File: src/rtl/joker_cmd_pkg.sv
// Shared types and constants for the joker command dispatcher: FSM state
// encoding, error reply reason codes and well-known command codes.
package joker_cmd_pkg;

  typedef enum logic [2:0] {
    ST_IDLE   = 3'd0,
    ST_READ   = 3'd1,
    ST_MATCH  = 3'd2,
    ST_START  = 3'd3,
    ST_RUN    = 3'd4,
    ST_ERR    = 3'd5,
    ST_COMMIT = 3'd6,
    ST_ARM    = 3'd7
  } state_t;

  // Second byte of an error reply
  typedef enum logic [7:0] {
    ERR_NONE    = 8'h00,
    ERR_UNKNOWN = 8'h01,
    ERR_TIMEOUT = 8'h02
  } err_reason_t;

  // Code 0x00 is reserved so an unconfigured channel can never be selected
  localparam logic [7:0] J_CMD_NONE      = 8'h00;
  localparam logic [7:0] J_CMD_ERR_REPLY = 8'hFF;

  function automatic logic [15:0] sat_inc16(input logic [15:0] v);
    return (v == 16'hFFFF) ? v : v + 16'd1;
  endfunction

endpackage

File: src/rtl/joker_cmd_dispatch_if.sv
// USB-side endpoint bus of the dispatcher: EP2 OUT read/arm port and
// EP1 IN write/commit port. master = dispatcher, slave = endpoint logic.
interface joker_cmd_dispatch_if #(
  parameter int ADDR_W = 11,
  parameter int LEN_W  = 10
);
  logic              buf_out_hasdata;
  logic [LEN_W-1:0]  buf_out_len;
  logic [7:0]        buf_out_q;
  logic [ADDR_W-1:0] buf_out_addr;
  logic              buf_out_arm;
  logic              buf_out_arm_ack;
  logic              usb_in_ready;
  logic [ADDR_W-1:0] usb_in_addr;
  logic [7:0]        usb_in_data;
  logic              usb_in_wren;
  logic              usb_in_commit;
  logic [ADDR_W-1:0] usb_in_commit_len;
  logic              usb_in_commit_ack;

  modport master (
    input  buf_out_hasdata, buf_out_len, buf_out_q, buf_out_arm_ack,
           usb_in_ready, usb_in_commit_ack,
    output buf_out_addr, buf_out_arm, usb_in_addr, usb_in_data,
           usb_in_wren, usb_in_commit, usb_in_commit_len
  );

  modport slave (
    output buf_out_hasdata, buf_out_len, buf_out_q, buf_out_arm_ack,
           usb_in_ready, usb_in_commit_ack,
    input  buf_out_addr, buf_out_arm, usb_in_addr, usb_in_data,
           usb_in_wren, usb_in_commit, usb_in_commit_len
  );
endinterface

File: src/rtl/joker_cmd_mux.sv
// Routes the selected handler channel's EP ports (and its done/reply length)
// onto the shared USB side; falls back to the dispatcher's own signals.
module joker_cmd_mux #(
  parameter int N_CH   = 4,
  parameter int ADDR_W = 11,
  parameter int SEL_W  = 2
) (
  input  logic                     route,
  input  logic [SEL_W-1:0]         sel,
  input  logic [ADDR_W-1:0]        int_buf_out_addr,
  input  logic [ADDR_W-1:0]        int_usb_in_addr,
  input  logic [7:0]               int_usb_in_data,
  input  logic                     int_usb_in_wren,
  input  logic [N_CH-1:0]          ch_done,
  input  logic [ADDR_W*N_CH-1:0]   ch_reply_len,
  input  logic [ADDR_W*N_CH-1:0]   ch_buf_out_addr,
  input  logic [ADDR_W*N_CH-1:0]   ch_usb_in_addr,
  input  logic [8*N_CH-1:0]        ch_usb_in_data,
  input  logic [N_CH-1:0]          ch_usb_in_wren,
  output logic                     sel_done,
  output logic [ADDR_W-1:0]        sel_reply_len,
  output logic [ADDR_W-1:0]        buf_out_addr,
  output logic [ADDR_W-1:0]        usb_in_addr,
  output logic [7:0]               usb_in_data,
  output logic                     usb_in_wren
);

  logic [ADDR_W-1:0] reply_len_a [N_CH];
  logic [ADDR_W-1:0] out_addr_a  [N_CH];
  logic [ADDR_W-1:0] in_addr_a   [N_CH];
  logic [7:0]        in_data_a   [N_CH];

  for (genvar gi = 0; gi < N_CH; gi++) begin : g_unpack
    assign reply_len_a[gi] = ch_reply_len[gi*ADDR_W +: ADDR_W];
    assign out_addr_a[gi]  = ch_buf_out_addr[gi*ADDR_W +: ADDR_W];
    assign in_addr_a[gi]   = ch_usb_in_addr[gi*ADDR_W +: ADDR_W];
    assign in_data_a[gi]   = ch_usb_in_data[gi*8 +: 8];
  end

  always_comb begin
    sel_done      = 1'b0;
    sel_reply_len = '0;
    buf_out_addr  = int_buf_out_addr;
    usb_in_addr   = int_usb_in_addr;
    usb_in_data   = int_usb_in_data;
    usb_in_wren   = int_usb_in_wren;
    if (route) begin
      sel_done      = ch_done[sel];
      sel_reply_len = reply_len_a[sel];
      buf_out_addr  = out_addr_a[sel];
      usb_in_addr   = in_addr_a[sel];
      usb_in_data   = in_data_a[sel];
      usb_in_wren   = ch_usb_in_wren[sel];
    end
  end

endmodule

File: src/rtl/joker_cmd_dispatch.sv
// Command dispatcher: reads byte 0 of an EP2 OUT buffer, hands the command to
// the handler channel claiming that code, and replies with an error otherwise.
module joker_cmd_dispatch
  import joker_cmd_pkg::*;
#(
  parameter int          N_CH     = 4,
  parameter int          ADDR_W   = 11,
  parameter int          LEN_W    = 10,
  parameter int          READ_LAT = 3,
  parameter int          TIMEOUT  = 2000000,
  parameter logic [7:0]  ERR_CODE = 8'hFF
) (
  input  logic                   clk,
  input  logic                   reset,
  joker_cmd_dispatch_if.master   usb,
  input  logic [8*N_CH-1:0]      ch_code,
  output logic [N_CH-1:0]        ch_start,
  output logic [N_CH-1:0]        ch_abort,
  output logic [7:0]             ch_cmd,
  input  logic [N_CH-1:0]        ch_done,
  input  logic [ADDR_W*N_CH-1:0] ch_reply_len,
  input  logic [ADDR_W*N_CH-1:0] ch_buf_out_addr,
  input  logic [ADDR_W*N_CH-1:0] ch_usb_in_addr,
  input  logic [8*N_CH-1:0]      ch_usb_in_data,
  input  logic [N_CH-1:0]        ch_usb_in_wren,
  output logic [15:0]            cmd_count,
  output logic [15:0]            err_count
);

  localparam int SEL_W = (N_CH > 1) ? $clog2(N_CH) : 1;

  state_t            state_reg, state_next;
  logic [31:0]       cnt_reg, cnt_next;
  logic [7:0]        cmd_reg, cmd_next;
  logic [SEL_W-1:0]  sel_reg, sel_next;
  logic              sel_valid_reg, sel_valid_next;
  err_reason_t       reason_reg, reason_next;
  logic [ADDR_W-1:0] commit_len_reg, commit_len_next;
  logic [15:0]       cmd_count_reg, cmd_count_next;
  logic [15:0]       err_count_reg, err_count_next;
  logic [N_CH-1:0]   start_reg, start_next;
  logic [N_CH-1:0]   abort_reg, abort_next;
  logic [ADDR_W-1:0] int_addr_reg, int_addr_next;
  logic [7:0]        int_data_reg, int_data_next;
  logic              int_wren_reg, int_wren_next;
  logic              commit_ack_d_reg, arm_ack_d_reg;

  logic              commit_fall, arm_fall;
  logic              match_found;
  logic [SEL_W-1:0]  match_idx;
  logic              sel_done;
  logic [ADDR_W-1:0] sel_reply_len;
  logic [ADDR_W-1:0] mux_buf_out_addr, mux_usb_in_addr;
  logic [7:0]        mux_usb_in_data;
  logic              mux_usb_in_wren;

  assign commit_fall = commit_ack_d_reg & ~usb.usb_in_commit_ack;
  assign arm_fall    = arm_ack_d_reg & ~usb.buf_out_arm_ack;

  // Descending scan so the lowest-numbered claiming channel wins
  always_comb begin
    match_found = 1'b0;
    match_idx   = '0;
    for (int i = N_CH - 1; i >= 0; i--) begin
      if (cmd_reg != J_CMD_NONE && ch_code[i*8 +: 8] == cmd_reg) begin
        match_found = 1'b1;
        match_idx   = SEL_W'(i);
      end
    end
  end

  joker_cmd_mux #(
    .N_CH   (N_CH),
    .ADDR_W (ADDR_W),
    .SEL_W  (SEL_W)
  ) u_mux (
    .route            (state_reg == ST_RUN && sel_valid_reg),
    .sel              (sel_reg),
    .int_buf_out_addr ('0),
    .int_usb_in_addr  (int_addr_reg),
    .int_usb_in_data  (int_data_reg),
    .int_usb_in_wren  (int_wren_reg),
    .ch_done          (ch_done),
    .ch_reply_len     (ch_reply_len),
    .ch_buf_out_addr  (ch_buf_out_addr),
    .ch_usb_in_addr   (ch_usb_in_addr),
    .ch_usb_in_data   (ch_usb_in_data),
    .ch_usb_in_wren   (ch_usb_in_wren),
    .sel_done         (sel_done),
    .sel_reply_len    (sel_reply_len),
    .buf_out_addr     (mux_buf_out_addr),
    .usb_in_addr      (mux_usb_in_addr),
    .usb_in_data      (mux_usb_in_data),
    .usb_in_wren      (mux_usb_in_wren)
  );

  always_comb begin
    state_next      = state_reg;
    cnt_next        = cnt_reg;
    cmd_next        = cmd_reg;
    sel_next        = sel_reg;
    sel_valid_next  = sel_valid_reg;
    reason_next     = reason_reg;
    commit_len_next = commit_len_reg;
    cmd_count_next  = cmd_count_reg;
    err_count_next  = err_count_reg;
    start_next      = '0;
    abort_next      = '0;
    int_addr_next   = '0;
    int_data_next   = '0;
    int_wren_next   = 1'b0;
    case (state_reg)
      ST_IDLE: begin
        if (usb.buf_out_hasdata)
          state_next = (usb.buf_out_len == '0) ? ST_ARM : ST_READ;
      end
      ST_READ: begin
        cnt_next = cnt_reg + 32'd1;
        if (cnt_reg == 32'(READ_LAT)) begin
          cmd_next   = usb.buf_out_q;
          state_next = ST_MATCH;
        end
      end
      ST_MATCH: begin
        if (match_found) begin
          sel_next       = match_idx;
          sel_valid_next = 1'b1;
          state_next     = ST_START;
        end else begin
          reason_next = ERR_UNKNOWN;
          state_next  = ST_ERR;
        end
      end
      ST_START: begin
        if (usb.usb_in_ready) begin
          start_next[sel_reg] = 1'b1;
          cmd_count_next      = sat_inc16(cmd_count_reg);
          state_next          = ST_RUN;
        end
      end
      ST_RUN: begin
        cnt_next = cnt_reg + 32'd1;
        if (sel_done) begin
          commit_len_next = sel_reply_len;
          state_next      = (sel_reply_len != '0) ? ST_COMMIT : ST_ARM;
        end else if (cnt_reg == 32'(TIMEOUT)) begin
          abort_next[sel_reg] = 1'b1;
          reason_next         = ERR_TIMEOUT;
          state_next          = ST_ERR;
        end
      end
      // cnt doubles as the byte index of the two-byte error reply
      ST_ERR: begin
        if (cnt_reg == 32'd0) begin
          if (usb.usb_in_ready) begin
            int_wren_next = 1'b1;
            int_addr_next = '0;
            int_data_next = ERR_CODE;
            cnt_next      = 32'd1;
          end
        end else if (cnt_reg == 32'd1) begin
          int_wren_next = 1'b1;
          int_addr_next = ADDR_W'(1);
          int_data_next = reason_reg;
          cnt_next      = 32'd2;
        end else begin
          commit_len_next = ADDR_W'(2);
          err_count_next  = sat_inc16(err_count_reg);
          state_next      = ST_COMMIT;
        end
      end
      ST_COMMIT: begin
        if (commit_fall) state_next = ST_ARM;
      end
      ST_ARM: begin
        if (arm_fall) begin
          cmd_next       = '0;
          sel_next       = '0;
          sel_valid_next = 1'b0;
          state_next     = ST_IDLE;
        end
      end
      default: state_next = ST_IDLE;
    endcase
    if (state_next != state_reg) cnt_next = '0;
  end

  always_ff @(posedge clk) begin
    if (reset) begin
      state_reg        <= ST_IDLE;
      cnt_reg          <= '0;
      cmd_reg          <= '0;
      sel_reg          <= '0;
      sel_valid_reg    <= 1'b0;
      reason_reg       <= ERR_NONE;
      commit_len_reg   <= '0;
      cmd_count_reg    <= '0;
      err_count_reg    <= '0;
      start_reg        <= '0;
      abort_reg        <= '0;
      int_addr_reg     <= '0;
      int_data_reg     <= '0;
      int_wren_reg     <= 1'b0;
      commit_ack_d_reg <= 1'b0;
      arm_ack_d_reg    <= 1'b0;
    end else begin
      state_reg        <= state_next;
      cnt_reg          <= cnt_next;
      cmd_reg          <= cmd_next;
      sel_reg          <= sel_next;
      sel_valid_reg    <= sel_valid_next;
      reason_reg       <= reason_next;
      commit_len_reg   <= commit_len_next;
      cmd_count_reg    <= cmd_count_next;
      err_count_reg    <= err_count_next;
      start_reg        <= start_next;
      abort_reg        <= abort_next;
      int_addr_reg     <= int_addr_next;
      int_data_reg     <= int_data_next;
      int_wren_reg     <= int_wren_next;
      commit_ack_d_reg <= usb.usb_in_commit_ack;
      arm_ack_d_reg    <= usb.buf_out_arm_ack;
    end
  end

  assign usb.buf_out_addr      = mux_buf_out_addr;
  assign usb.usb_in_addr       = mux_usb_in_addr;
  assign usb.usb_in_data       = mux_usb_in_data;
  assign usb.usb_in_wren       = mux_usb_in_wren;
  assign usb.usb_in_commit     = (state_reg == ST_COMMIT);
  assign usb.buf_out_arm       = (state_reg == ST_ARM);
  assign usb.usb_in_commit_len = commit_len_reg;
  assign ch_start              = start_reg;
  assign ch_abort              = abort_reg;
  assign ch_cmd                = cmd_reg;
  assign cmd_count             = cmd_count_reg;
  assign err_count             = err_count_reg;

endmodule

File: src/flat_wrapper.sv
// flat-port wrapper written by rule: the top's interface ports become plain ports
module joker_cmd_dispatch_flat import joker_cmd_pkg::*;
#(
  parameter int          N_CH     = 4,
  parameter int          ADDR_W   = 11,
  parameter int          LEN_W    = 10,
  parameter int          READ_LAT = 3,
  parameter int          TIMEOUT  = 2000000,
  parameter logic [7:0]  ERR_CODE = 8'hFF
)
  (clk, reset, ch_code, ch_start, ch_abort, ch_cmd, ch_done, ch_reply_len, ch_buf_out_addr, ch_usb_in_addr, ch_usb_in_data, ch_usb_in_wren, cmd_count, err_count, usb_buf_out_hasdata, usb_buf_out_len, usb_buf_out_q, usb_buf_out_arm_ack, usb_usb_in_ready, usb_usb_in_commit_ack, usb_buf_out_addr, usb_buf_out_arm, usb_usb_in_addr, usb_usb_in_data, usb_usb_in_wren, usb_usb_in_commit, usb_usb_in_commit_len);
  joker_cmd_dispatch_if #(.ADDR_W(ADDR_W), .LEN_W(LEN_W)) usb_i ();
  input  logic clk;
  input  logic reset;
  input  logic [8*N_CH-1:0] ch_code;
  output logic [N_CH-1:0] ch_start;
  output logic [N_CH-1:0] ch_abort;
  output logic [7:0] ch_cmd;
  input  logic [N_CH-1:0] ch_done;
  input  logic [ADDR_W*N_CH-1:0] ch_reply_len;
  input  logic [ADDR_W*N_CH-1:0] ch_buf_out_addr;
  input  logic [ADDR_W*N_CH-1:0] ch_usb_in_addr;
  input  logic [8*N_CH-1:0] ch_usb_in_data;
  input  logic [N_CH-1:0] ch_usb_in_wren;
  output logic [15:0] cmd_count;
  output logic [15:0] err_count;
  input wire logic [$bits(usb_i.buf_out_hasdata)-1:0] usb_buf_out_hasdata;
  input wire logic [$bits(usb_i.buf_out_len)-1:0] usb_buf_out_len;
  input wire logic [$bits(usb_i.buf_out_q)-1:0] usb_buf_out_q;
  input wire logic [$bits(usb_i.buf_out_arm_ack)-1:0] usb_buf_out_arm_ack;
  input wire logic [$bits(usb_i.usb_in_ready)-1:0] usb_usb_in_ready;
  input wire logic [$bits(usb_i.usb_in_commit_ack)-1:0] usb_usb_in_commit_ack;
  output wire logic [$bits(usb_i.buf_out_addr)-1:0] usb_buf_out_addr;
  output wire logic [$bits(usb_i.buf_out_arm)-1:0] usb_buf_out_arm;
  output wire logic [$bits(usb_i.usb_in_addr)-1:0] usb_usb_in_addr;
  output wire logic [$bits(usb_i.usb_in_data)-1:0] usb_usb_in_data;
  output wire logic [$bits(usb_i.usb_in_wren)-1:0] usb_usb_in_wren;
  output wire logic [$bits(usb_i.usb_in_commit)-1:0] usb_usb_in_commit;
  output wire logic [$bits(usb_i.usb_in_commit_len)-1:0] usb_usb_in_commit_len;
  assign usb_i.buf_out_hasdata = usb_buf_out_hasdata;
  assign usb_i.buf_out_len = usb_buf_out_len;
  assign usb_i.buf_out_q = usb_buf_out_q;
  assign usb_i.buf_out_arm_ack = usb_buf_out_arm_ack;
  assign usb_i.usb_in_ready = usb_usb_in_ready;
  assign usb_i.usb_in_commit_ack = usb_usb_in_commit_ack;
  assign usb_buf_out_addr = usb_i.buf_out_addr;
  assign usb_buf_out_arm = usb_i.buf_out_arm;
  assign usb_usb_in_addr = usb_i.usb_in_addr;
  assign usb_usb_in_data = usb_i.usb_in_data;
  assign usb_usb_in_wren = usb_i.usb_in_wren;
  assign usb_usb_in_commit = usb_i.usb_in_commit;
  assign usb_usb_in_commit_len = usb_i.usb_in_commit_len;
  joker_cmd_dispatch #(.N_CH(N_CH), .ADDR_W(ADDR_W), .LEN_W(LEN_W), .READ_LAT(READ_LAT), .TIMEOUT(TIMEOUT), .ERR_CODE(ERR_CODE)) u_core (.clk(clk), .reset(reset), .usb(usb_i), .ch_code(ch_code), .ch_start(ch_start), .ch_abort(ch_abort), .ch_cmd(ch_cmd), .ch_done(ch_done), .ch_reply_len(ch_reply_len), .ch_buf_out_addr(ch_buf_out_addr), .ch_usb_in_addr(ch_usb_in_addr), .ch_usb_in_data(ch_usb_in_data), .ch_usb_in_wren(ch_usb_in_wren), .cmd_count(cmd_count), .err_count(err_count));
endmodule
File: config.mk
export PLATFORM = sky130hd
export DESIGN_NAME = joker_cmd_dispatch_flat
export DESIGN_NICKNAME = d
export VERILOG_FILES = /design/src/rtl/joker_cmd_pkg.sv /design/src/rtl/joker_cmd_dispatch_if.sv /design/src/rtl/joker_cmd_mux.sv /design/src/rtl/joker_cmd_dispatch.sv /design/src/flat_wrapper.sv
export SDC_FILE = /design/constraint.sdc
export NUM_CORES = 1
export LEC_CHECK = 0
export ABC_CLOCK_PERIOD_IN_PS = 4800
export BUFFER_PORTS_ARGS = -buffer_cell sky130_fd_sc_hd__buf_4
export CAP_MARGIN = 10
export CELL_PAD_IN_SITES_DETAIL_PLACEMENT = 0
export CELL_PAD_IN_SITES_GLOBAL_PLACEMENT = 1
export CORE_MARGIN = 10
export CORE_UTILIZATION = 36
export CTS_CLUSTER_DIAMETER = 50
export DETAILED_ROUTE_END_ITERATION = 16
export PLACE_DENSITY = 0.82
export SYNTH_ARGS = -nofsm -noshare
export SYNTH_HDL_FRONTEND = slang
export SYNTH_SLANG_ARGS = --single-unit
export TNS_END_PERCENT = 50
File: constraint.sdc
create_clock -name clk -period 4.8 [get_ports clk]
set_input_delay 0.96 -clock clk [delete_from_list [all_inputs] [get_ports clk]]
set_output_delay 0.96 -clock clk [all_outputs]
set_load 0.01 [all_outputs]
## Word level (Yosys, flattened, before mapping)

Cells that the tools add are included.

- Bits of input ports: 228
- Flip-flop bits (word level): 127
- Output and inout bits: 92
- Word-level logic and storage cells: 166

- Add/subtract/negate cells: 3
- Bitwise logic cells: 14
- Order comparisons: 3
- Reduce and logical (&&, ||, !) cells: 29
- Mux-type cells: 73
- Equal/unequal tests: 28

Operators with widths:

| operator | count |
|---|---|
| 2-to-1 mux 11 bit | 12 |
| 2-to-1 mux 32 bit | 3 |
| 2-to-1 mux 8 bit | 11 |
| binary-select mux 11 bit (select 2 bit) | 3 |
| one-hot mux 32 bit (2 select lines) | 1 |
| 2-to-1 mux 3 bit | 11 |
| adder 16 x 1 -> 16 bit, second input constant | 2 |
| adder 32 x 1 -> 32 bit, second input constant | 1 |
| equality test 16 bit, second input constant | 2 |
| equality test 32 x 1 -> 1 bit, second input constant | 1 |
| equality test 32 x 2 -> 1 bit, second input constant | 1 |
| equality test 32 x 21 -> 1 bit, second input constant | 1 |
| equality test 8 bit | 4 |
| logical NOT 32 bit | 1 |
| one-hot mux 8 bit (2 select lines) | 2 |
| one-hot mux 3 bit (8 select lines) | 1 |
| one-hot mux 11 bit (2 select lines) | 1 |
| binary-select mux 8 bit (select 2 bit) | 1 |
| 2-to-1 mux 1 bit | 16 |
| equality test 3 bit, second input constant | 4 |
| 2-to-1 mux 2 bit | 6 |
| AND reduction 3 bit | 4 |
| AND reduction 4 bit | 3 |
| inverter 1 bit | 11 |
| 25 further kinds | 47 |

## Longest topological paths before layout

Gate-level depths: netlist (run 1).

- Depth after elaboration: 11
- Mapped depth: 11
- Mapped depth without buffers: 9

## Hierarchy

A second synthesis (run 1) with hierarchy kept.

- Cell total of the unflattened synthesis: 792
- Area, all modules: 6901.6 um^2

Modules (own cells, without submodules):

| module | seq. area each (um^2) | cells each | instances | area each (um^2) |
|---|---|---|---|---|
| joker_cmd_dispatch | 2122.0 | 622 | 1 | 5345.1 |
| joker_cmd_mux | 0.0 | 170 | 1 | 1556.5 |

## Least setup slack after synthesis (run 1)

No wires, ideal clock.

- Path kind: register to output
- From: register u_core.sel_reg[0]
- To: output port usb_buf_out_addr[0]
- Arrival time: 2.147 ns
- Setup slack: 1.693 ns
- Stages on the path, launching flop included: 7
- Required time: 3.840 ns
- Path buffers: 4
- Cells stage by stage: dfxtp_1 -> buf_6 -> buf_6 -> buf_1 -> buf_2 -> mux4_2 -> and3_1

- Longest elaborated chain between the ends: 5

RTL lines:

| what | line | text |
|---|---|---|
| start, declared | joker_cmd_dispatch.sv:35 | `logic [SEL_W-1:0] sel_reg, sel_next;` |
| start signal, assigned | joker_cmd_dispatch.sv:210 | `sel_reg <= sel_next;` |
| inverter 2 -> 3 bit (not written as such) | joker_cmd_mux.sv:50 | `buf_out_addr = out_addr_a[sel];` |
| binary-select mux 11 bit (select 2 bit) | joker_cmd_mux.sv:50 |  |
| 2-to-1 mux 11 bit (not written as such) (2 in series) | joker_cmd_mux.sv:50 |  |
| 2-to-1 mux 11 bit | joker_cmd_mux.sv:47 | `if (route) begin` |
| end, declared | flat_wrapper.sv:33 | `output wire logic [$bits(usb_i.buf_out_addr)-1:0] usb_buf_out_addr;` |

No other way between the ends. The select of a mux whose other input is x is not followed.

## Final worst setup path (run 1)

- From: register u_core.state_reg[2]
- To: register u_core.cnt_reg[25]

- Longest elaborated chain between the ends: 9
- Elaborated cells between the ends (all ways): 31
- Those cells by class: eq/ne (10); mux (14); reduce/logical (7)

RTL lines:

| what | line | text |
|---|---|---|
| start, declared | joker_cmd_dispatch.sv:32 | `state_t state_reg, state_next;` |
| start signal, assigned | joker_cmd_dispatch.sv:207 | `state_reg <= state_next;` |
| equality test 3 bit | joker_cmd_dispatch.sv:77, joker_cmd_dispatch.sv:112 |  |
| logical AND 1 bit | joker_cmd_dispatch.sv:77 | `.route (state_reg == ST_RUN && sel_valid_reg),` |
| 2-to-1 mux 11 bit | joker_cmd_mux.sv:47 |  |
| nonzero test 11 bit | joker_cmd_dispatch.sv:145 | `state_next = (sel_reply_len != '0) ? ST_COMMIT : ST_ARM;` |
| 2-to-1 mux 1 bit | joker_cmd_dispatch.sv:145 |  |
| 2-to-1 mux 3 bit | joker_cmd_dispatch.sv:143 | `if (sel_done) begin` |
| one-hot mux 3 bit (8 select lines) | joker_cmd_dispatch.sv:112 | `case (state_reg)` |
| inequality test 3 bit | joker_cmd_dispatch.sv:185 | `if (state_next != state_reg) cnt_next = '0;` |
| OR reduction 2 bit (no source line) | - |  |
| end signal, assigned | joker_cmd_dispatch.sv:208 | `cnt_reg <= cnt_next;` |
| end, declared | joker_cmd_dispatch.sv:33 | `logic [31:0] cnt_reg, cnt_next;` |

Several ways; a longest one is shown, not always the timed one.
A chain may end at the register's enable or synchronous reset.

==> results.json, run 1 <==
{
  "holdPathStages": 2,
  "fp.dieH_um": 156,
  "hold_buffers": 0,
  "hp-class": "reg -> reg",
  "layout-drive-gt1-share_pct": 39.1,
  "fp.dieW_um": 156,
  "switching_share_pct": 34.7,
  "io_buffers": 319,
  "grt_max_degree": 52,
  "tritoncts": "yes",
  "p_switching_mw": 0.899,
  "ys_top_cells_by_area": "dfxtp_1, mux4_2, xor2_1, nand2_1, nor2_1",
  "antenna_found_initial": 2,
  "hold_viol_final": 0,
  "syn_area_um2": 6710,
  "layout.nets": 1260,
  "syn_avg_cell_area_um2": 8.99,
  "fin_cells": 1263,
  "drt_wl_total_mm": 26.5,
  "start_util_pct": 36.9,
  "place_inst": 1245,
  "design.core.area_um2": 18100,
  "syn_nets": 979,
  "grt.total_usage_pct": 20.7,
  "drt_first_pass_iters": 5,
  "yosysMostFrequentCell": "dfxtp_1",
  "drt-vias-per-instance": 5.37,
  "async_flop_share_pct": 0,
  "grt_pass1_vias": 6824,
  "drc_errors": 0,
  "cp-end-kind": "flip-flop",
  "synth_cell_types": 62,
  "fin_ws_ps": 1300,
  "powerDensity_nw_per_um2": 273,
  "fin_tns_setup_ps": 0,
  "max-cap-violations": 0,
  "area_growth_pct": 41.8,
  "clk_latency_ps": 360,
  "p_leak_nw": 4.12,
  "synth_seq_cells": 106,
  "cp_common_cell": "buf_4",
  "synth_edf_count": 0,
  "ant_nets": 0,
  "synth_top_area_cell": "dfxtp_1",
  "maxSlewViolCount": 0,
  "synth_ff_type": "dfxtp_1",
  "worstMarginPinSlew_ps": 1050,
  "h-tree-depth": 3,
  "yosys_warnings": 0,
  "internal-power_mw": 1.69,
  "crit_type": "reg -> reg",
  "yosysTopAreaCellShare_pct": 31.6,
  "finalSetupViolations": 0,
  "clockPowerShare_pct": 31.9,
  "ir_drop_uv": 234,
  "p_seq_share_pct": 37.1,
  "status": "completed",
  "crit_path_max_incr_delay_ps": 620,
  "globalplace.congestion": 0.927,
  "synthTopCellsByCount": "dfxtp_1, nand2_1, xor2_1",
  "cts_setup_buffers": 0,
  "cp.required_ps": 5030,
  "num_io_pins": 320,
  "clock_skew_ps": 8.36,
  "cts_buffers": 9,
  "die_area_um2": 24500,
  "clockRootBuffer": "clkbuf_16",
  "period_needed_ps": 3500,
  "ctsLongestPathBuffers": 2,
  "maxSlewHeadroom_pct": 29.9,
  "grt_pass1_wl_mm": 39.7,
  "min_period_over_period_pct": 72.8,
  "syn_inst": 746,
  "grt_overflow_total": 0,
  "reg2reg_depth": 9,
  "place_hpwl_mm": 21.4,
  "rows": 49,
  "drtIter0Drc": 363,
  "place_ws_ps": 1160,
  "critPathMaxFanout": 32,
  "cts_sinks": 106,
  "arrival_ps": 3730,
  "slowest_stage": "and2_0",
  "path_cells": "nor3b_2 -> buf_4 -> and2_0 -> nand2_1 -> o21ai_1 -> o41a_1 -> xor2_2 -> buf_4 -> nor3_1",
  "grt_setup_unrepaired": "no",
  "synth-seq-area-share_pct": 31.6,
  "via_count": 6785,
  "largest_register_ffs": 32,
  "max_freq_mhz": 286,
  "cts_resized": 0,
  "wl_per_cell_um": 21.0,
  "startpoint_type": "flip-flop",
  "clkTransAtPathRegs_ps": 70,
  "combPwrFrac_pct": 31.0
}
==> layout by cell type, fill, tap and decap left out, drive strengths merged, types with 11 or more instances in the layout <==
master    n
xor2     70
nand3    39
inv      12
nor4     24
a21oi    21
dfxtp   106
nor2     68
xnor2    20
and3     38
mux4     43
nand2    81
nor3     44
buf     326
and4     11
nand4    22
==> area by class of cell <==
| cell class | instances | area, um^2 |
|---|---|---|
| clock buffers | 9 | 225 |
| flip-flops and latches | 106 | 2130 |
| diodes | 2 | 5.00 |
| repair buffers | 326 | 2450 |
| fillers | 1718 | 8640 |
| well taps | 229 | 287 |
| multi-input cells | 575 | 4280 |
| inverters | 9 | 33.8 |
| clock inverters | 7 | 109 |
==> stage by stage <==
stage	util, %	area, um^2	power, mW	hold slack (ps)
floorplan	-	6710	1.54	435
global placement	50.5	9170	1.78	440
detailed placement	50.5	9170	1.77	445
CTS	52.4	9510	2.61	454
global route	52.4	9510	2.74	483
finish	52.4	9510	2.59	454
==> logic make-up after synthesis <==
kind of cell	synth area share (%)
simple gates	28.5
flops	31.6
xor+xnor	11.9
compound gates	7.48
buf+inv	4.65
mux	14.9
fa+ha+maj	0.933
==> worst paths after layout <==
kind,startpoint,to,slack [ps]
worst min-delay path,u_core.usb.usb_in_commit_len[6],u_core.usb.usb_in_commit_len[6],450
worst max register to register,u_core.state_reg[2],u_core.cnt_reg[25],1300
worst min register to register,u_core.usb.usb_in_commit_len[6],u_core.usb.usb_in_commit_len[6],450
worst max-delay path,u_core.state_reg[2],u_core.cnt_reg[25],1300
==> worst max-delay path: cells and delay by family, from the launching register on <==
family	cells	cell delay, ps
compound gates	2	840
buf+inv	2	640
xor+xnor	1	140
simple gates	4	1160
flops	1	570
==> power groups by stage <==
stage	logic [mW]	registers, mW	clock network [mW]
floorplan	0.597	0.940	0
global placement	0.799	0.979	0
detailed placement	0.794	0.980	0
CTS	0.797	0.959	0.854
global route	0.885	0.968	0.886
finish	0.804	0.961	0.828
==> per-layer routing <==
layer / vias to the layer above / part of all wire [%] / track usage (%) / wire length (um)
met2: 252 / 51 / 36.5 / 13400
met4: 0 / 3.6 / 8.81 / 946
li1: 3280 / - / - / -
met5: - / 0 / 0 / 0
met1: 3207 / 38 / 22.5 / 10100
met3: 46 / 7.6 / 6.52 / 2020
Power figures use the tool's default switching activity.
==> inputs of run 2 (changes only) <==
Settings changed: ABC_CLOCK_PERIOD_IN_PS 4800 to 3500, CORE_UTILIZATION 36 to 34, PLACE_DENSITY 0.82 to 0.78.
Clock period 4.8 ns to 3.5 ns, I/O delays scaled along.
==> run 2 against run 1 <==
Net effect:
- register-to-register slack got worse by 820 ps
- wire length grew 0.34%
- clock power increased by 36%
- first-iteration DRC count decreased by 14%
- combinational power is 44% higher
- critical endpoint is now usb_buf_out_addr[10]
- largest cell class unchanged
==> results.json, run 2 (synthesis gave the netlist of run 1 again) <==
{
  "status": "completed",
  "ctsLongestPathBuffers": 2,
  "clock_skew_ps": 10.6,
  "grt_max_degree": 52,
  "whs_ps": 455,
  "clkTransAtPathRegs_ps": 70,
  "drt_wl_total_mm": 26.6,
  "hold_buffers": 0,
  "grt.total_usage_pct": 19.7,
  "p_leak_nw": 4.14,
  "reg2reg_slack_ps": 480,
  "ir_drop_uv": 293,
  "cts_sinks": 106,
  "globalplace.congestion": 0.888,
  "largest_register_ffs": 32,
  "cp-end-kind": "output port",
  "final_cell_mix": "buf_4, dfxtp_1, nand2_1, xor2_1, nor2_1",
  "clockRootBuffer": "clkbuf_16",
  "max-cap-violations": 0,
  "finalSetupViolations": 0,
  "max_freq_mhz": 319,
  "grt_overflow_total": 0,
  "drt-vias-per-instance": 5.16,
  "fin_tns_setup_ps": 0,
  "area_growth_pct": 43.1,
  "diodes": 0,
  "start_util_pct": 34.5,
  "cts_setup_buffers": 0,
  "drt_first_pass_iters": 5,
  "tritoncts": "yes",
  "worstReg2RegStart": "u_core.sel_reg[0]",
  "hold_viol_final": 0,
  "crit_path_end": "usb_buf_out_addr[10]",
  "clk_latency_ps": 360,
  "critPathMaxFanout": 31,
  "cp.required_ps": 2800,
  "num_io_pins": 320,
  "layout_commonest_cell": "buf_4",
  "fp.dieH_um": 160,
  "layout.nets": 1265,
  "fin_util_pct": 49.3,
  "grt_pass1_wl_mm": 40.5,
  "design.core.area_um2": 19500,
  "place_hpwl_mm": 21.5,
  "drc_errors": 0,
  "grt_pass1_vias": 6718,
  "ant_nets": 0,
  "rows": 51,
  "io_buffers": 319,
  "drtIter0Drc": 312,
  "powerDensity_nw_per_um2": 375,
  "layout-drive-gt1-share_pct": 39.2,
  "wl_per_cell_um": 20.4,
  "antenna_found_initial": 0,
  "h-tree-depth": 3,
  "startpoint": "u_core.sel_reg[0]",
  "hp-class": "reg -> reg",
  "die_area_um2": 25700,
  "cts_buffers": 9,
  "worst_r2r_endpoint": "u_core.cnt_reg[17]",
  "period_needed_ps": 3130,
  "worstMarginPinSlew_ps": 1070,
  "min_period_over_period_pct": 89.5,
  "startpoint_type": "flip-flop",
  "fp.dieW_um": 160,
  "crit_type": "reg -> out",
  "arrival_ps": 2430,
  "via_count": 6712,
  "grt_setup_unrepaired": "no",
  "maxSlewViolCount": 0,
  "maxSlewHeadroom_pct": 28.2,
  "cts_resized": 0,
  "reg2reg_depth": 7
}
-- run 2: cell types whose count changed in the layout (fill, tap and decap cells not counted), moves of 2 or more --
cell	change
clkinvlp_4	+2
diode_2	-2
buf_4	+4
clkinv_4	-2
-- run 2: critical path: stages, from the launching register on --
cell and delay, ps:
dfxtp_4 590, buf_4 540, mux4_2 600, and3_1 200
buf_4 150
-- run 2: final cells by class --
class                      count  area [um^2]
multi-input combinational    575         4280
inverter                       9         33.8
clock buffer                  11          243
fill                        1904         9870
sequential                   106         2130
tap                          265          332
timing repair buffer         331         2500
clock inverter                 5         86.3
-- run 2: worst min-delay path by stage --
stage	start	end	slack [ps]	depth (start not counted)
final	u_core.usb.usb_in_commit_len[4]	u_core.usb.usb_in_commit_len[4]	460	2
after global routing	u_core.usb.usb_in_commit_len[3]	u_core.usb.usb_in_commit_len[3]	470	2
after CTS	u_core.usb.usb_in_commit_len[4]	u_core.usb.usb_in_commit_len[4]	450	2
after detailed placement	u_core.usb.usb_in_commit_len[4]	u_core.usb.usb_in_commit_len[4]	450	2
after global placement	u_core.usb.usb_in_commit_len[8]	u_core.usb.usb_in_commit_len[8]	440	2
after floorplan	u_core.reason_reg[0]	u_core.reason_reg[0]	440	2
-- run 2: where the power goes --
part           leakage, nW  switching [mW]  internal [mW]
clock network        0.154           0.473          0.652
registers            0.856          0.0717           1.24
logic                 3.13           0.675          0.484
total                 4.14            1.22           2.37
-- run 2: stage by stage --
| stage | setup WS (ps) | power [mW] | instances | cell area [um^2] |
|---|---|---|---|---|
| after global placement | 376 | 2.50 | 1286 | 9270 |
| after detailed placement | 326 | 2.50 | 1286 | 9270 |
| after CTS | 274 | 3.64 | 1302 | 9600 |
| after floorplan | 653 | 2.11 | 746 | 6710 |
| after global routing | 169 | 3.80 | 1302 | 9600 |
| final | 368 | 3.59 | 1302 | 9600 |
-- run 2: metal layers --
layer	up-vias	track usage (%)	share of wire, %
li1	3292	-	-
met1	3167	22.2	39
met2	229	36.6	54
met3	24	4.45	5.7
met4	0	4.55	1.7
met5	-	0	0
==> inputs of run 3 (changes only) <==
--- a/config.mk
+++ b/config.mk
@@ -9,3 +9,2 @@
 export BUFFER_PORTS_ARGS = -buffer_cell sky130_fd_sc_hd__buf_4
-export CAP_MARGIN = 10
 export CELL_PAD_IN_SITES_DETAIL_PLACEMENT = 0
==> constraint.sdc (replaced) <==
create_clock -name clk -period 3.5 [get_ports clk]
set_input_delay 0.35 -clock clk [delete_from_list [all_inputs] [get_ports clk]]
set_output_delay 0.35 -clock clk [all_outputs]
set_load 0.01 [all_outputs]
==> run 3 against run 2 <==
Net effect:
- cell count is 0.15% higher
- critical path depth is 3 higher
- critical endpoint is now u_core.cnt_reg[8]
- critical path type is now reg -> reg
- flip-flop and latch count did not move
==> results.json, run 3 (synthesis gave the netlist of run 1 again) <==
{
  "grt_setup_unrepaired": "no",
  "arrival_ps": 3250,
  "clock_skew_ps": 8.27,
  "start_util_pct": 34.5,
  "ir_drop_uv": 372,
  "layout_commonest_cell": "buf_4",
  "cts_setup_buffers": 0,
  "finalSetupViolations": 0,
  "rows": 51,
  "via_count": 6811,
  "grt_overflow_total": 0,
  "clockRootBuffer": "clkbuf_16",
  "clk_latency_ps": 360,
  "maxSlewHeadroom_pct": 29.8,
  "ctsLongestPathBuffers": 2,
  "ant_nets": 0,
  "place_ws_ps": 464,
  "cp-end-kind": "flip-flop",
  "period_needed_ps": 3010,
  "cts_resized": 0,
  "antenna_found_initial": 0,
  "max_freq_mhz": 332,
  "area_growth_pct": 43.2,
  "drc_errors": 0,
  "layout-drive-gt1-share_pct": 39.5,
  "cts_buffers": 9,
  "p_leak_nw": 4.15,
  "num_io_pins": 320,
  "wl_per_cell_um": 20.4,
  "io_buffers": 319,
  "place_hpwl_mm": 21.5,
  "design.core.area_um2": 19500,
  "drt_first_pass_iters": 5,
  "powerDensity_nw_per_um2": 370,
  "min_period_over_period_pct": 86.1,
  "diodes": 0,
  "fillCellCount": 1875,
  "multi_input_area_um2": 4280,
  "grt_max_degree": 52,
  "h-tree-depth": 3,
  "clkTransAtPathRegs_ps": 70,
  "placed_area_um2": 9280,
  "hold_buffers": 0,
  "fp.dieH_um": 160,
  "drt-vias-per-instance": 5.22,
  "hp-class": "in -> reg",
  "worstMarginPinSlew_ps": 1050,
  "grt_pass1_vias": 6709,
  "seq_area_um2": 2130,
  "final_cell_area_um2": 9600,
  "status": "completed",
  "largest_register_ffs": 32,
  "tritoncts": "yes",
  "cp.required_ps": 3730,
  "critPathMaxFanout": 32,
  "fin_ws_ps": 485,
  "drt_wl_total_mm": 26.5,
  "fin_tns_setup_ps": 0,
  "grt.total_usage_pct": 19.5,
  "grt_pass1_wl_mm": 40.2,
  "crit_type": "reg -> reg",
  "layout.nets": 1267,
  "power_mw": 3.55,
  "startpoint_type": "flip-flop",
  "drtIter0Drc": 351,
  "maxSlewViolCount": 0,
  "fp.dieW_um": 160,
  "max-cap-violations": 0,
  "globalplace.congestion": 0.903,
  "die_area_um2": 25700,
  "final_cell_mix": "buf_4, dfxtp_1, nand2_1, xor2_1, nor2_1",
  "cts_sinks": 106,
  "hold_viol_final": 0
}
run 3: cell type report:
class / count / area share (%)
tap: 265 / 3.45
sequential: 106 / 22.1
clock inverter: 6 / 0.743
clock buffer: 10 / 2.61
inverter: 9 / 0.352
timing repair buffer: 333 / 26.2
multi-input combinational: 575 / 44.5
run 3: per-stage QoR:
stage | hold WS (ps) | std cells | utilization (%)
detailed placement | 448 | 1288 | 47.7
global placement | 440 | 1288 | 47.7
CTS | 193 | 1304 | 49.3
global route | 206 | 1304 | 49.3
finish | 202 | 1304 | 49.3
floorplan | 435 | 746 | -
run 3: path summary, 6_finish.rpt:
kind                                     endpoint                            start  depth (start not counted)  slack, ps
setup / recovery                u_core.cnt_reg[8]                u_core.sel_reg[0]                          7        490
hold / removal                   u_core.ch_cmd[0]                 usb_buf_out_q[0]                          2        200
setup reg to reg                u_core.cnt_reg[8]                u_core.sel_reg[0]                          7        490
hold reg to reg   u_core.usb.usb_in_commit_len[9]  u_core.usb.usb_in_commit_len[9]                          2        460
run 3: worst max-delay path: stages (launching register included):
cell	delay [ps]
dfxtp_4	520
mux4_2	550
or4_1	530
nor4_1	510
a21oi_1	220
o221ai_4	230
buf_12	220
nor3_1	90
run 3: power by group:
part	switching [mW]	internal, mW	leakage [nW]
clock	0.483	0.606	0.156
sequential	0.0572	1.24	0.856
combinational	0.684	0.484	3.14
total	1.22	2.33	4.15
run 3: routing by layer:
layer,GRT usage [%],vias to the layer above,share of wire (%)
li1,-,3303,-
met3,3.76,32,5.7
met4,6.26,0,2.3
met1,22.6,3244,40
met5,0,-,0
met2,35.1,232,52
